`src/rtl/im_req_pkg.sv`:
```
// Shared encodings, FSM state type and XY route helper for the IM request
// controller and its per-VC slices.
package im_req_pkg;

  localparam int NDIR = 5;

  localparam logic [1:0] FT_BODY   = 2'b00;
  localparam logic [1:0] FT_HEAD   = 2'b01;
  localparam logic [1:0] FT_TAIL   = 2'b10;
  localparam logic [1:0] FT_SINGLE = 2'b11;

  localparam int DIR_N = 0;
  localparam int DIR_E = 1;
  localparam int DIR_S = 2;
  localparam int DIR_W = 3;
  localparam int DIR_L = 4;

  typedef enum logic [1:0] {
    ST_IDLE = 2'd0,
    ST_REQ  = 2'd1,
    ST_XFER = 2'd2,
    ST_REL  = 2'd3
  } req_st_t;

  // Dimension-ordered routing: resolve X first, then Y, else eject locally.
  function automatic logic [NDIR-1:0] xy_route(
    input int unsigned dst_x,
    input int unsigned dst_y,
    input int unsigned px,
    input int unsigned py
  );
    logic [NDIR-1:0] dir;
    dir = {NDIR{1'b0}};
    if (dst_x > px) begin
      dir[DIR_E] = 1'b1;
    end else if (dst_x < px) begin
      dir[DIR_W] = 1'b1;
    end else if (dst_y > py) begin
      dir[DIR_N] = 1'b1;
    end else if (dst_y < py) begin
      dir[DIR_S] = 1'b1;
    end else begin
      dir[DIR_L] = 1'b1;
    end
    return dir;
  endfunction

endpackage

```
`src/rtl/im_req_vc.sv`:
```
// One virtual circuit: IMa synchroniser, request FSM, route register and
// flit gating toward the crossbar.
module im_req_vc
  import im_req_pkg::*;
#(
  parameter int          AW = 4,
  parameter int          DW = 32,
  parameter int          SN = 5,
  parameter int unsigned PX = 0,
  parameter int unsigned PY = 0
) (
  input  logic          clk,
  input  logic          rst,
  input  logic          in_vld,
  input  logic [DW-1:0] in_dat,
  input  logic [1:0]    in_ft,
  output logic          in_rdy,
  output logic [SN-1:0] IMr,
  input  logic          IMa,
  output logic          sw_vld,
  output logic [DW-1:0] sw_dat,
  output logic [1:0]    sw_ft,
  input  logic          sw_rdy,
  output logic          err
);

  req_st_t       state_r;
  req_st_t       nxt_state_s;
  logic [SN-1:0] imr_r;
  logic [SN-1:0] nxt_imr_s;
  logic [SN-1:0] route_s;
  logic          err_r;
  logic          nxt_err_s;
  logic          ima_meta_r;
  logic          ima_sync_r;

  assign route_s = xy_route(32'(in_dat[2*AW-1:AW]), 32'(in_dat[AW-1:0]), PX, PY);
  assign IMr     = imr_r;
  assign err     = err_r;
  assign sw_dat  = in_dat;
  assign sw_ft   = in_ft;

  // Two-flop synchroniser for the allocator acknowledge
  always_ff @(posedge clk or posedge rst) begin
    if (rst) begin
      ima_meta_r <= 1'b0;
      ima_sync_r <= 1'b0;
    end else begin
      ima_meta_r <= IMa;
      ima_sync_r <= ima_meta_r;
    end
  end

  // State, request and sticky error registers
  always_ff @(posedge clk or posedge rst) begin
    if (rst) begin
      state_r <= ST_IDLE;
      imr_r   <= {SN{1'b0}};
      err_r   <= 1'b0;
    end else begin
      state_r <= nxt_state_s;
      imr_r   <= nxt_imr_s;
      err_r   <= nxt_err_s;
    end
  end

  // Next-state, request update and handshake gating
  always_comb begin
    nxt_state_s = state_r;
    nxt_imr_s   = imr_r;
    nxt_err_s   = err_r;
    in_rdy      = 1'b0;
    sw_vld      = 1'b0;
    if (rst) begin
      nxt_state_s = ST_IDLE;
      nxt_imr_s   = {SN{1'b0}};
    end else begin
      case (state_r)
        ST_IDLE: begin
          nxt_imr_s = {SN{1'b0}};
          if (in_vld && in_ft[0]) begin
            // Head is held in the buffer; it is forwarded once granted.
            nxt_imr_s   = route_s;
            nxt_state_s = ST_REQ;
          end else if (in_vld) begin
            in_rdy    = 1'b1;
            nxt_err_s = 1'b1;
          end else begin
            nxt_state_s = ST_IDLE;
          end
        end
        ST_REQ: begin
          if (ima_sync_r) begin
            nxt_state_s = ST_XFER;
          end else begin
            nxt_state_s = ST_REQ;
          end
        end
        ST_XFER: begin
          sw_vld = in_vld;
          in_rdy = sw_rdy;
          // A falling ack here is a protocol violation and is ignored.
          if (in_vld && sw_rdy && in_ft[1]) begin
            nxt_imr_s   = {SN{1'b0}};
            nxt_state_s = ST_REL;
          end else begin
            nxt_state_s = ST_XFER;
          end
        end
        ST_REL: begin
          nxt_imr_s = {SN{1'b0}};
          if (!ima_sync_r) begin
            nxt_state_s = ST_IDLE;
          end else begin
            nxt_state_s = ST_REL;
          end
        end
        default: begin
          nxt_state_s = ST_IDLE;
          nxt_imr_s   = {SN{1'b0}};
        end
      endcase
    end
  end

endmodule

```
`src/rtl/im_req_ctl.sv`:
```
// Per-input-port IM request controller: one independent request slice per
// virtual circuit, no state shared between them.
module im_req_ctl
  import im_req_pkg::*;
#(
  parameter int          VCN = 2,
  parameter int          SN  = 5,
  parameter int          AW  = 4,
  parameter int          DW  = 32,
  parameter int unsigned PX  = 0,
  parameter int unsigned PY  = 0
) (
  input  logic                    clk,
  input  logic                    rst,
  input  logic [VCN-1:0]          in_vld,
  input  logic [VCN-1:0][DW-1:0]  in_dat,
  input  logic [VCN-1:0][1:0]     in_ft,
  output logic [VCN-1:0]          in_rdy,
  output logic [VCN-1:0][SN-1:0]  IMr,
  input  logic [VCN-1:0]          IMa,
  output logic [VCN-1:0]          sw_vld,
  output logic [VCN-1:0][DW-1:0]  sw_dat,
  output logic [VCN-1:0][1:0]     sw_ft,
  input  logic [VCN-1:0]          sw_rdy,
  output logic [VCN-1:0]          err
);

  for (genvar v = 0; v < VCN; v++) begin : g_vc
    im_req_vc #(
      .AW(AW),
      .DW(DW),
      .SN(SN),
      .PX(PX),
      .PY(PY)
    ) u_vc (
      .clk   (clk),
      .rst   (rst),
      .in_vld(in_vld[v]),
      .in_dat(in_dat[v]),
      .in_ft (in_ft[v]),
      .in_rdy(in_rdy[v]),
      .IMr   (IMr[v]),
      .IMa   (IMa[v]),
      .sw_vld(sw_vld[v]),
      .sw_dat(sw_dat[v]),
      .sw_ft (sw_ft[v]),
      .sw_rdy(sw_rdy[v]),
      .err   (err[v])
    );
  end

endmodule

```
`config.mk`:
```
export PLATFORM = sky130hd
export DESIGN_NAME = im_req_ctl
export DESIGN_NICKNAME = d
export VERILOG_FILES = /design/src/rtl/im_req_pkg.sv /design/src/rtl/im_req_vc.sv /design/src/rtl/im_req_ctl.sv
export SDC_FILE = /design/constraint.sdc
export NUM_CORES = 1
export LEC_CHECK = 0
export ABC_AREA = 1
export CORE_UTILIZATION = 27
export CTS_BUF_LIST = sky130_fd_sc_hd__clkbuf_4
export DETAILED_ROUTE_END_ITERATION = 12
export GPL_TIMING_DRIVEN = 1
export HOLD_SLACK_MARGIN = 0.06
export PLACE_DENSITY = 0.78
export SYNTH_ARGS = -nofsm -noshare
export SYNTH_HDL_FRONTEND = slang
export SYNTH_SLANG_ARGS = --single-unit
```
`constraint.sdc`:
```
create_clock -name clk -period 1.3 [get_ports clk]
set_clock_uncertainty 0.2 [all_clocks]
set_input_delay 0.26 -clock clk [delete_from_list [all_inputs] [get_ports clk]]
set_output_delay 0.26 -clock clk [all_outputs]
set_load 0.005 [all_outputs]
```
* Yosys cells after proc, flatten, opt, wreduce, memory -nomap -nowiden
Cells that the tools add are included.
Cells by class: $add $sub $neg 0, multiply operators 0, divide/modulo/power cells 0, order comparisons 4, equality and inequality tests 10, shift-type cells 0, multiplexer cells 44, bitwise logic cells 3, reductions and logical operators 14
Operator list (number):
- $mux 5 | 6
- $pmux 5 s3 | 2
- $mux 1 | 22
- $mux 2 | 10
- $gt 4x1->1 const B | 4
- $pmux 2 s4 | 2
- $eq 2x2->1 const B | 4
- $ne 4x3->1 const B | 2
- $reduce_and 4->1 | 2
- $reduce_bool 4->1 | 2
- $logic_and 1x1->1 | 6
- $ne 3x2->1 const B | 2
- $eq 2x1->1 const B | 2
- $logic_not 2->1 | 2
- $pmux 1 s2 | 2
- $reduce_and 2->1 | 2
- $not 1->1 | 3
Storage, ports and cells: register bits 20, bits in latches 0, bits in writable memories 0, ROM bits 0, input port bits 76, output and inout bits 84, word-level logic and storage cells 85, memories 0

* Depth between registers and ports, before layout
Gate-level depths: netlist of run 1.
depth in word-level cells 6, gate-level depth with buffers 8, gate-level depth less buffers 7

* By module
Synthesis of run 1 repeated with hierarchy kept, for this count alone.
Second synthesis, totals: cell total of the unflattened synthesis 204, area, all modules 1461.4 µm²
Modules (own cells, without submodules):
- im_req_vc | instances 2, cells an instance 102, area each 730.7 µm², sequential area each 200.2 µm²

* Worst setup path after synthesis of run 1
Ideal clock, no wire load.
path kind register to output, from reg g_vc[0].u_vc.state_r[1], to out in_rdy[0], arrival 0.911 ns, required time 0.840 ns, slack -0.071 ns, stages on the path, launching flop included 7, buffers on the path 1, cells stage by stage dfrtp_1 > inv_1 > nand2_1 > nor2_1 > nand3_1 > o21ai_1 > buf_4
Between the ends: cells in the longest elaborated chain, start to end 3, elaborated cells between the ends (all ways) 4, classes of those cells eq/ne: 1; mux: 2; reduce/logical: 1
RTL lines:
- start, declared | line im_req_vc.sv:27 | req_st_t state_r;
- start signal, assigned | line im_req_vc.sv:61 | state_r <= nxt_state_s;
- $eq 2x2->1 or $logic_not 2->1 (tied branches) | line im_req_vc.sv:78 | case (state_r)
- $pmux 1 s2 * | line im_req_vc.sv:78
- $mux 1 * | line im_req_vc.sv:74 | if (rst) begin
- end, declared | line im_req_ctl.sv:18 | output logic [VCN-1:0] in_rdy,
Every way passes the cells marked *; elsewhere a longest branch is shown, timed or not.

* Worst setup path after layout of run 1
Same ends and word-level chain as after synthesis.

==> run metrics, run 1 <==
compound-gate portion of the synthesized area=0.0412; WP data required=840 ps; clock slew at reported path FFs=90 ps; post-synthesis simple-gate area fraction=0.221; Post-Syn Area=0.00152 mm2; vias in the first global route=1186; Area Growth Syn to Fin=27.2%; top_reg_cell synth=dfrtp_1; post-place setup slack=-764 ps; clk_lat worst skew=280 ps; design area=0.00193 mm2; Syn. warnings=0; RSZ-0062 raised after global routing=yes; Power, Total=1.34 mW; number of distinct library cells after synthesis=26; GP Congestion=0.781; DR vias=roughly 1200; mux cell area share after synthesis=0; initial antenna violation count=0; largest family of logic cells by synthesized area=buffers and inverters; Num CTS Buffers=3; Final Max Tran Viols=0; Placed Area=0.00177 mm2; most frequent cells in the layout=nand2_1, buf_2, buf_4; Cells after Synth=204; number of synthesized register bits=16; post-synthesis adder-cell area fraction=0; share of cells above drive strength 1=0.446; CP Capture Type=primary output; Fin. Hold Viols=0; gr usage total=0.105; syn avg cell area=around 7.4 um2; asr flop ratio synth=1.00; DRC Markers=0; Die Ht=77.0 um; Root Buffer Master=clkbuf_4; Top Ports=160; largest net degree at the start of global routing=10; failing checks=setup timing; Final nets=308; commonest non-fill, non-tap cell in the layout=nand2_1; leakage=1.04 nW; Min-Delay Path Class=register to register; Die W=77.0 um; number of synthesized flops with an enable pin=0; Max-Cap Viols=0; critical path launch point type=register; f_max=600 MHz; setup slack, reg-to-reg=-120 ps; diode count=0; first-pass GRT wire length=5090 um; TritonCTS clock tree=built; status=finished, violations left; Post-DRT Antenna Nets=0; sequential fraction of the synthesis area=0.264; WHS=153 ps; DRT Wirelength=3140 um; detailed router's first-iteration violation count=28; fin crit share=1.28; Overflow after GRT=0; xor/xnor share of the synthesized area=0.00577; routed vias/inst=roughly 3.9; Buffers on Ports=59; Die ar.=0.00593 mm2; # rows=26; critical path arrival=1210 ps; # clock sinks=16; core area=0.00527 mm2; Longest Clk Path Bufs=2; PnR worst setup slack=-366 ps; H-tree Lvls=1; Pwr Density=696 mW/mm2; initial core utilization=0.288; critical path class=register to primary output; final setup vio count=10; drt first pass iters=3; post-DR wirelength/cell=~10 um; minimum clock period=about 1700 ps; setup TNS=-1840 ps; hpwl dp=2230 um; crit path max fanout=2; Peak VDD IR=between 0.2 and 0.3 mV
## critical path, cell delays in order (launching register included)
cell,delay [ps]
dfrtp_1,410
inv_2,70
nand2_2,60
nor2_1,90
nand3_1,80
o21ai_1,80
buf_2,120
## flip-flops by register name, indices dropped and copies added, names as in the netlist
signal                count
g_vc.u_vc.IMr             6
g_vc.u_vc.err             2
g_vc.u_vc.ima_meta_r      2
g_vc.u_vc.ima_sync_r      2
g_vc.u_vc.state_r         4
## worst paths after layout
| kind | end | cells past startpoint | startpoint |
|---|---|---|---|
| max in group asynchronous | g_vc[0].u_vc.IMr[4] | 6 | rst |
| worst max-delay path | in_rdy[0] | 6 | g_vc[0].u_vc.state_r[1] |
| worst max register to register | g_vc[1].u_vc.IMr[4] | 9 | g_vc[1].u_vc.state_r[1] |
| worst min-delay path | g_vc[0].u_vc.ima_sync_r | 0 | g_vc[0].u_vc.ima_meta_r |
| worst min register to register | g_vc[0].u_vc.ima_sync_r | 0 | g_vc[0].u_vc.ima_meta_r |
| min in group asynchronous | g_vc[1].u_vc.ima_meta_r | 6 | rst |
## metal layers
| metal | vias up | global-route usage | part of all wire |
|---|---|---|---|
| li1 | 594 | - | - |
| met4 | 0 | 0.0340 | 0.0086 |
| met1 | 525 | 0.104 | 0.37 |
| met5 | - | 0 | 0 |
| met3 | 12 | 0.0464 | 0.094 |
| met2 | 37 | 0.193 | 0.53 |
## synthesized netlist by cell type, types with 2 or more instances
master   instances  area share
buf_4           78        0.39
nand2_1         34       0.084
inv_1           20       0.049
nor2_1          19       0.047
dfrtp_1         16        0.26
nand3_1          9       0.030
a21oi_1          3      0.0099
nand2_2          3       0.012
o21ai_1          3      0.0099
nand2_4          2       0.015
o21ai_0          2      0.0066
## cell type report
cell class              count  area (um2)
flip-flops and latches     16         402
clock buffers               3        22.5
clock inverters             1        3.75
multi-input cells          89         510
repair buffers            100         815
inverters                  22        90.1
fillers                   553        3340
well taps                  70        87.6
## through the flow
stage	cells	utilization
detailed placement	279	0.335
CTS	296	0.350
floorplan	207	-
global placement	279	0.335
finish	301	0.366
global route	301	0.366
## cells by family (layout without fill, tap and decap cells)
group | Yosys count | count (layout)
AND/OR/NAND/NOR | 73 | 73
other | 1 | 4
flip-flops | 16 | 16
AO/OA/AOI/OAI | 11 | 11
buffers and inverters | 102 | 126
XOR/XNOR | 1 | 1
## what timing repair did
item,CTS,global route
hold endpoints to repair,16,0
buffers inserted,13,9
pin swaps,16,14
cloned,0,0
setup endpoints to repair,40,22
gates resized for setup,168,20
hold buffers,2,0
## report_power, final
group          switching [mW]  internal [mW]  leakage, nW
Clock                   0.149          0.111       0.0154
Combinational           0.241          0.295        0.824
Sequential             0.0232          0.525        0.199
(Power assumes the default switching activity.)
==> inputs of run 2 (changes only) <==
--- a/config.mk
+++ b/config.mk
@@ -15,3 +15,4 @@
 export SYNTH_ARGS = -nofsm -noshare
 export SYNTH_HDL_FRONTEND = slang
 export SYNTH_SLANG_ARGS = --single-unit
+export TNS_END_PERCENT = 10
==> run 2 against run 1 <==
Net effect: the flow still finishes with violations (setup timing); cell count shrank 1.0%; register-to-register slack lost 190 ps; first-iteration DRC count shrank 21%; fmax shrank 4.0%; wire length shrank 3.8%; non-clock buffer count shrank 3; combinational power grew 3%; final area shrank 4.8%; critical path depth shrank 1; worst setup slack lost 69 ps; hold slack lost 130 ps; critical path type unchanged; largest power group is now combinational logic.
==> run metrics, run 2 (synthesis results as in run 1) <==
initial core utilization=0.288; WP data required=840 ps; vias in the first global route=about 1100; max reg flops=6; # clock sinks=16; core area=0.00527 mm2; Final nets=305; share of cells above drive strength 1=0.404; critical path class=register to primary output; Min-Delay Path Class=primary input to asynchronous set/reset pin; first-pass GRT wire length=4880 um; PnR worst setup slack=-435 ps; fin crit share=1.33; DR vias=around 1200; status=finished, violations left; critical path arrival=around 1300 ps; clock slew at reported path FFs=100 ps; Top Ports=160; commonest non-fill, non-tap cell in the layout=nand2_1; H-tree Lvls=1; most frequent cells in the layout=nand2_1, buf_4, dlygate4sd2_1; Root Buffer Master=clkbuf_4; detailed router's first-iteration violation count=22; DRT Wirelength=3020 um; diode count=0; TritonCTS clock tree=built; Die W=77.0 um; fill count=570; Area Growth Syn to Fin=21.1%; Power, Total=roughly 1.4 mW; minimum clock period=1740 ps; # rows=26; Die ar.=0.00593 mm2; initial antenna violation count=0; final setup vio count=13; f_max=576 MHz; Peak VDD IR=0.296 mV; cell count after placement=280; Post-DRT Antenna Nets=0; CP Capture Type=primary output; leakage=about 1 nW; Pwr Density=739 mW/mm2; failing checks=setup timing; Num CTS Buffers=3; setup TNS=-2740 ps; gr usage total=0.0987; post-DR wirelength/cell=around 10 um; Die Ht=about 77 um; hpwl dp=2280 um; Overflow after GRT=0; Finished Layout Cells=298; Longest Clk Path Bufs=2; RSZ-0062 raised after global routing=yes; WHS=25.5 ps; largest net degree at the start of global routing=20; Buffers on Ports=just under 60; GP Congestion=a little over 0.8; clk_lat worst skew=280 ps; crit path max fanout=2; setup slack, reg-to-reg=-310 ps; Final Max Tran Viols=0; DRC Markers=0; critical path launch point type=register; drt first pass iters=2; routed vias/inst=3.94; Max-Cap Viols=0; Fin. Hold Viols=0
run 2: timing repair:
action | 4_1_cts | 5_1_grt
gates resized for setup | 134 | 18
endpoints found under the hold margin | 10 | 10
setup endpoints to repair | 40 | 24
setup buffers | 11 | 4
pin swaps | 10 | 7
run 2: through the flow:
step	instance area [um2]	utilization	setup slack [ps]
finish	1840	0.349	-435
global route	1840	0.349	-501
CTS	1820	0.345	-433
detailed placement	1770	0.336	-803
global placement	1770	0.336	-741
floorplan	1530	-	-47.1
run 2: routing by layer:
layer  vias up  track usage  part of all wire
li1        586            -                 -
met1       529       0.0992              0.35
met2        46        0.181              0.53
met3        14       0.0405             0.097
met4         0       0.0358             0.021
met5         -            0                 0
run 2: critical path: stages (launching register included):
cell and delay, ps:
dfrtp_1 410, buf_6 130, nor2_4 100, nand3b_1 120
a21oi_2 120, buf_2 110
run 2: power by group:
group	switching, mW	internal, mW
sequential	0.0158	0.524
combinational	0.240	0.311
clock	0.156	0.111
run 2: worst paths after layout:
check                                         from                 endpoint  depth (start not counted)
hold reg to reg            g_vc[1].u_vc.ima_meta_r  g_vc[1].u_vc.ima_sync_r                          0
setup reg to reg           g_vc[1].u_vc.state_r[1]         g_vc[1].u_vc.err                          8
setup / recovery           g_vc[1].u_vc.state_r[1]                in_rdy[1]                          5
hold / removal                                 rst      g_vc[1].u_vc.IMr[1]                          4
min in group clk           g_vc[1].u_vc.ima_meta_r  g_vc[1].u_vc.ima_sync_r                          0
max in group asynchronous                      rst  g_vc[1].u_vc.state_r[0]                          5
run 2: cell type report:
type	instances	area [um2]	area share
flip-flops and latches	16	400	0.218
repair buffers	97	769	0.419
clock inverters	1	3.75	0.00204
multi-input cells	89	464	0.253
inverters	22	90.1	0.0490
well taps	70	87.6	0.0477
clock buffers	3	22.5	0.0123
